## config.mk

```make
export PLATFORM = sky130hd
export DESIGN_NAME = trn_tx_arbiter
export DESIGN_NICKNAME = d
export VERILOG_FILES = /design/src/rtl/trn_tx_arbiter_pkg.sv /design/src/rtl/trn_tx_arbiter_rr_pick.sv /design/src/rtl/trn_tx_arbiter.sv
export SDC_FILE = /design/constraint.sdc
export NUM_CORES = 1
export LEC_CHECK = 0
export CORE_ASPECT_RATIO = 0.9
export CORE_MARGIN = 4
export CORE_UTILIZATION = 40
export DETAILED_ROUTE_END_ITERATION = 7
export GPL_ROUTABILITY_DRIVEN = 0
export GPL_TIMING_DRIVEN = 0
export HOLD_SLACK_MARGIN = 0.06
export PLACE_DENSITY = 0.71
export SLEW_MARGIN = 5
export SYNTH_ARGS = -nofsm -noshare
export SYNTH_HDL_FRONTEND = slang
export SYNTH_SLANG_ARGS = --single-unit
```

## constraint.sdc

```tcl
create_clock -name trn_clk -period 6.35 [get_ports trn_clk]
set_clock_uncertainty 0.2 [all_clocks]
set_input_delay 1.27 -clock trn_clk [delete_from_list [all_inputs] [get_ports trn_clk]]
set_output_delay 1.27 -clock trn_clk [all_outputs]
set_load 0.02 [all_outputs]
```

## src/rtl/trn_tx_arbiter_pkg.sv

```systemverilog
// Shared TLP format/type encodings and the transmit arbiter state encodings.
// Latency: n/a (constants only).
// Backpressure: n/a.
package trn_tx_arbiter_pkg;

    // TLP fmt field
    localparam logic [1:0] TLP_FMT_3DW_NODATA = 2'b00;
    localparam logic [1:0] TLP_FMT_4DW_NODATA = 2'b01;
    localparam logic [1:0] TLP_FMT_3DW_DATA   = 2'b10;
    localparam logic [1:0] TLP_FMT_4DW_DATA   = 2'b11;

    // TLP type field
    localparam logic [4:0] TLP_TYPE_MEM = 5'b00000;
    localparam logic [4:0] TLP_TYPE_CPL = 5'b01010;

    // Transmit arbiter states, one-hot
    localparam logic [7:0] ARB_IDLE     = 8'h01;
    localparam logic [7:0] ARB_GRANT    = 8'h02;
    localparam logic [7:0] ARB_WAIT_DRV = 8'h04;
    localparam logic [7:0] ARB_BUSY     = 8'h08;
    localparam logic [7:0] ARB_TURN     = 8'h10;

endpackage

```

## src/rtl/trn_tx_arbiter_rr_pick.sv

```systemverilog
// Round-robin pick: first set request at or after rr_ptr, wrapping modulo NUM_REQ.
// Latency: combinational.
// Backpressure: none; the caller decides when to act on the winner.
module trn_tx_arbiter_rr_pick #(
    parameter int NUM_REQ = 4,
    parameter int IDX_W   = $clog2(NUM_REQ)
) (
    input  logic [NUM_REQ-1:0] req,
    input  logic [IDX_W-1:0]   rr_ptr,
    output logic [NUM_REQ-1:0] win_oh,
    output logic [IDX_W-1:0]   win_idx,
    output logic               win_vld
);

    logic [IDX_W:0] pos;
    logic           found;

    // Walk the rotated request vector from rr_ptr; first hit wins, mapped back to absolute index
    always_comb begin
        win_oh  = '0;
        win_idx = '0;
        found   = 1'b0;
        pos     = '0;
        for (int k = 0; k < NUM_REQ; k++) begin
            pos = {1'b0, rr_ptr} + (IDX_W+1)'(k);
            if (pos >= (IDX_W+1)'(NUM_REQ)) begin
                pos = pos - (IDX_W+1)'(NUM_REQ);
            end
            if (!found && req[pos[IDX_W-1:0]]) begin
                found                   = 1'b1;
                win_oh[pos[IDX_W-1:0]]  = 1'b1;
                win_idx                 = pos[IDX_W-1:0];
            end
        end
        win_vld = found;
    end

endmodule

```

## src/rtl/trn_tx_arbiter.sv

```systemverilog
// Round-robin owner arbiter for the shared trn_t*/cfg_interrupt transmit path.
// Latency: grant pulse 1 cycle after request in IDLE; 2 dead cycles after owner releases.
// Backpressure: owner holds the path as long as driving_interface stays high; optional
//   ARB_GRANT_TIMEOUT_EN reclaims a grant that is never taken up.
module trn_tx_arbiter
    import trn_tx_arbiter_pkg::*;
#(
    parameter int NUM_REQ        = 4,
    parameter int TIMEOUT_CYCLES = 64
) (
    input  logic               trn_clk,
    input  logic               reset,
    input  logic [NUM_REQ-1:0] req_ep,
    input  logic [NUM_REQ-1:0] driving_interface,
    output logic [NUM_REQ-1:0] my_turn,
    output logic [NUM_REQ-1:0] owner_oh,
    output logic               owner_valid,
    output logic               protocol_err
`ifdef ARB_GRANT_TIMEOUT_EN
    ,
    output logic               grant_timeout
`endif
);

    localparam int IDX_W = $clog2(NUM_REQ);

    if (NUM_REQ < 2 || NUM_REQ > 8 || TIMEOUT_CYCLES < 1) begin : g_bad_cfg
        $error("trn_tx_arbiter: NUM_REQ must be 2..8 and TIMEOUT_CYCLES >= 1");
    end

    logic [7:0]         state;
    logic [IDX_W-1:0]   rr_ptr;
    logic [IDX_W-1:0]   next_ptr;
    logic [NUM_REQ-1:0] win_oh;
    logic [IDX_W-1:0]   win_idx;
    logic               win_vld;
    logic               owner_drv;
    logic               tmo_hit;

    trn_tx_arbiter_rr_pick #(
        .NUM_REQ (NUM_REQ),
        .IDX_W   (IDX_W)
    ) u_rr_pick (
        .req     (req_ep),
        .rr_ptr  (rr_ptr),
        .win_oh  (win_oh),
        .win_idx (win_idx),
        .win_vld (win_vld)
    );

    assign owner_drv = |(driving_interface & owner_oh);

    // Priority moves to the port after the winner, wrapping at NUM_REQ
    always_comb begin
        next_ptr = (win_idx == IDX_W'(NUM_REQ-1)) ? '0 : win_idx + IDX_W'(1);
    end

`ifdef ARB_GRANT_TIMEOUT_EN
    localparam int CNT_W = $clog2(TIMEOUT_CYCLES+1);
    logic [CNT_W-1:0] wait_cnt;

    // Owner driving on the terminal-count cycle beats the timeout
    assign tmo_hit = (state == ARB_WAIT_DRV) && !owner_drv &&
                     (wait_cnt == CNT_W'(TIMEOUT_CYCLES-1));

    // Count cycles spent in WAIT_DRV; zero everywhere else so each entry starts fresh
    always_ff @(posedge trn_clk) begin
        if (reset) begin
            wait_cnt      <= '0;
            grant_timeout <= 1'b0;
        end else begin
            grant_timeout <= tmo_hit;
            if (state == ARB_WAIT_DRV) begin
                wait_cnt <= wait_cnt + CNT_W'(1);
            end else begin
                wait_cnt <= '0;
            end
        end
    end
`else
    assign tmo_hit = 1'b0;
`endif

    // Ownership FSM: grant pulse, wait for the owner to drive, hold, then one dead turnaround cycle
    always_ff @(posedge trn_clk) begin
        if (reset) begin
            state       <= ARB_IDLE;
            rr_ptr      <= '0;
            my_turn     <= '0;
            owner_oh    <= '0;
            owner_valid <= 1'b0;
        end else begin
            my_turn <= '0;
            case (state)
                ARB_IDLE: begin
                    if (win_vld) begin
                        my_turn     <= win_oh;
                        owner_oh    <= win_oh;
                        owner_valid <= 1'b1;
                        rr_ptr      <= next_ptr;
                        state       <= ARB_GRANT;
                    end
                end
                ARB_GRANT: begin
                    state <= ARB_WAIT_DRV;
                end
                ARB_WAIT_DRV: begin
                    if (owner_drv) begin
                        state <= ARB_BUSY;
                    end else if (tmo_hit) begin
                        state <= ARB_TURN;
                    end
                end
                ARB_BUSY: begin
                    if (!owner_drv) begin
                        state <= ARB_TURN;
                    end
                end
                ARB_TURN: begin
                    owner_oh    <= '0;
                    owner_valid <= 1'b0;
                    state       <= ARB_IDLE;
                end
                default: begin
                    owner_oh    <= '0;
                    owner_valid <= 1'b0;
                    state       <= ARB_IDLE;
                end
            endcase
        end
    end

    // Sticky flag: someone other than the owner is driving the shared path
    always_ff @(posedge trn_clk) begin
        if (reset) begin
            protocol_err <= 1'b0;
        end else if (|(driving_interface & ~owner_oh)) begin
            protocol_err <= 1'b1;
        end
    end

endmodule

```

==> impl_metrics.yaml <==
outcome:
  status: "complete, no violations"
pwr:
  comb_power_share_pct: 59.8
  intPower_w: 0.000303
  switchingPower_w: 0.000221
  power_w: 0.000524
  power_density_mw_per_mm2: 400
  p_leak_nw: 0.513
  p_seq_share_pct: 29.4
  ir_drop_uv: 164
  netSwitchingFraction_pct: 42.2
  p_clk_share_pct: 10.8
floorplanning:
  initial_core_util_pct: 43.0
  die_y_um: 57.3
  die_x_um: 62.7
  die_area_mm2: 0.00359
  ioPinCount: 20
  coreArea_mm2: 0.00251
  rows: 17
setup_path:
  path_class: "in -> reg"
  startpoint_type: "input pin"
  r2r_end: "owner_oh[1]"
  path_depth: 6
  path_delay_family: "compound AO/OA/AOI/OAI gates"
  critical_path_required_ns: 6.38
  max_stage_delay_ns: 0.61
  crit_start: "req_ep[2]"
  r2r_cells: 8
  regToRegSetupSlack_ns: 3.51
  end_kind: "flop"
  critical_path.endpoint: "owner_oh[1]"
  r2r-start: "rr_ptr[0]"
  crit_slowest_cell: "clkdlybuf4s50_1"
  path_max_fanout: 9
  path_cells: "clkdlybuf4s50_1 -> or3b_1 -> a211o_1 -> a21o_1 -> a21oi_4 -> a221o_1"
  critPathBufInv: 1
  arrival_ns: 3.21
clocking:
  cts_htree_levels: 1
  clock_latency_ns: 0.29
  clk_path_buf_depth: 2
  cts_sinks: 17
  cts-root-buf: "clkbuf_4"
  cts_buffers: 3
  cts_tree: "done"
  clk_pin_slew_ns: 0.09
  cts_setup_buffers: 0
  cts-resized-gates: 0
  cts_hold_buf: 0
placement:
  port_buffers: 17
  place_area_mm2: 0.00128
  dp.cells: 163
  dp_hpwl_um: 1810
flow_run:
  drv_cap: 0
final_layout:
  area_delta_synth_final_pct: 21.5
  fin_area_mm2: 0.00131
  fillCellCount: 242
  multi_input_area_um2: 668
  instances_no_fill: 167
  area.sequential_um2: 340
  drive_gt1_share_pct: 11.5
  fin_nets: 155
  diodes: 0
global_route:
  grt_pass1_vias: 898
  grt_pass1_wl_um: 3930
  grt_start_max_net_pins: 11
  overflow: 0
  grt_usage_pct: 13.5
  antenna_found_initial: 0
min_path:
  hold_class: "reg -> reg"
synthesis:
  synth-edff-count: 0
  synth_commonest_cells: "dfxtp_1, nor2_1, inv_1, nand2_1, nor3_1"
  syn-num-nets: 133
  synth_seq_cells: 17
  ys_warn_count: 0
  synth_area_leaders: "dfxtp_1, ha_1, mux4_2"
  synth_ff_type: "dfxtp_1"
  syn_inst: 118
  ys_types: 41
  synth_largest_area_cell: "dfxtp_1"
  yosys.area.top_type_share_pct: 31.6
  synth_area_mm2: 0.00108
  seq_area_frac_synth_pct: 31.6
  ys_async_sr_fraction_pct: 0
  syn_area_per_cell_um2: 9.14
  synth_most_common_cell: "dfxtp_1"
routing:
  totalWireLength_um: 2330
  first_iter_violations: 58
  firstDrtPassIters: 6
  route.detailed.drc: 0
  wl_per_cell_um: 13.9
  ant_nets: 0
  num_vias: 970
  via_per_inst: 5.81
sta:
  fmax_mhz: 314
  period_minus_slack_ns: 3.18
  period_share_pct: 50.1
  setup_violations: 0
  maxSlewViolCount: 0
  slew_headroom_pct: 67.2
  hold_violations: 0
  tightest_slew_ns: 0.487
  hold_slack_ns: 0.265
  finalSetupTns_ns: 0
  rsz0062_at_grt: "no"
## per-stage QoR
step                worst slack [ns]  util (%)
floorplan                       3.43         -
global placement                2.92      51.1
detailed placement              2.89      51.1
CTS                             3.19      52.2
global route                    3.06      52.2
finish                          3.17      52.2
## cell type report
type,count,share of cell area (%)
clock buffer,4,2.01
sequential,17,26.0
buffer,5,2.77
inverter,9,2.58
tap,28,2.67
multi-input combinational,87,51.0
timing repair buffer,17,13.0
## state kept, by name, summed over array words and instances, names as in the netlist
signal and count:
protocol_err 1, owner_oh 4, owner_valid 1, my_turn 4, state 5, rr_ptr 2
## cell families (layout without fill, tap and decap cells)
kind of cell    Yosys count  in the layout  synth area share [%]
simple gates             43             43                  23.1
xor+xnor                  2              2                  1.62
flops                    17             17                  31.6
mux                       3              3                  6.61
buf+inv                  14             35                  6.50
compound gates           34             34                  24.8
fa+ha+maj                 5              5                  5.80
## worst min-delay path by stage
stage	startpoint	end	slack, ns	cells after the start
floorplan	state[3]	state[4]	0.27	2
global placement	owner_valid	owner_valid	0.24	2
detailed placement	owner_valid	owner_valid	0.25	2
CTS	owner_valid	owner_valid	0.26	2
global route	owner_valid	owner_valid	0.28	2
finish	owner_valid	owner_valid	0.26	2
## power groups by stage
stage	registers (W)	logic (W)	clock network, W
after floorplan	0.000172	0.000215	0
after global placement	0.000156	0.000302	0
after detailed placement	0.000157	0.000312	0
after CTS	0.000154	0.000313	0.0000577
after global routing	0.000158	0.000346	0.0000635
final	0.000154	0.000313	0.0000564
## per-layer routing
metal / GRT usage, % / share of wire (%) / vias to the layer above
met4: 6.29 / 2.2 / 0
met2: 21.4 / 44 / 32
met5: 0 / 0 / -
met3: 3.15 / 4.4 / 6
met1: 17.6 / 49 / 441
li1: - / - / 491
## worst register-to-register path, cell delays in order, from the launching register on
cell and delay (ns):
dfxtp_1 0.40, buf_2 0.22, inv_1 0.14, ha_1 0.34, buf_6 0.14, mux4_2 0.60, a221oi_1 0.33, nor3_1 0.12
a221o_1 0.27
## cells in the final DEF, fill, tap and decap left out, types with 2 or more instances in the layout
cell	n
mux4_2	2
a22oi_1	2
a221oi_1	4
o21ai_0	2
or3b_1	2
nand2_1	7
a21oi_1	4
o21a_1	2
clkdlybuf4s50_1	17
clkbuf_4	3
nor2b_1	2
nor3_1	6
o211ai_1	2
nor2_1	11
ha_1	5
xnor2_1	2
nor4_1	2
a31oi_1	2
buf_6	2
dfxtp_1	17
nand3_1	3
or3_1	2
a221o_1	4
buf_2	2
a21o_1	5
clkbuf_1	2
inv_1	9
Note: power is estimated with default switching activity, not from simulation.
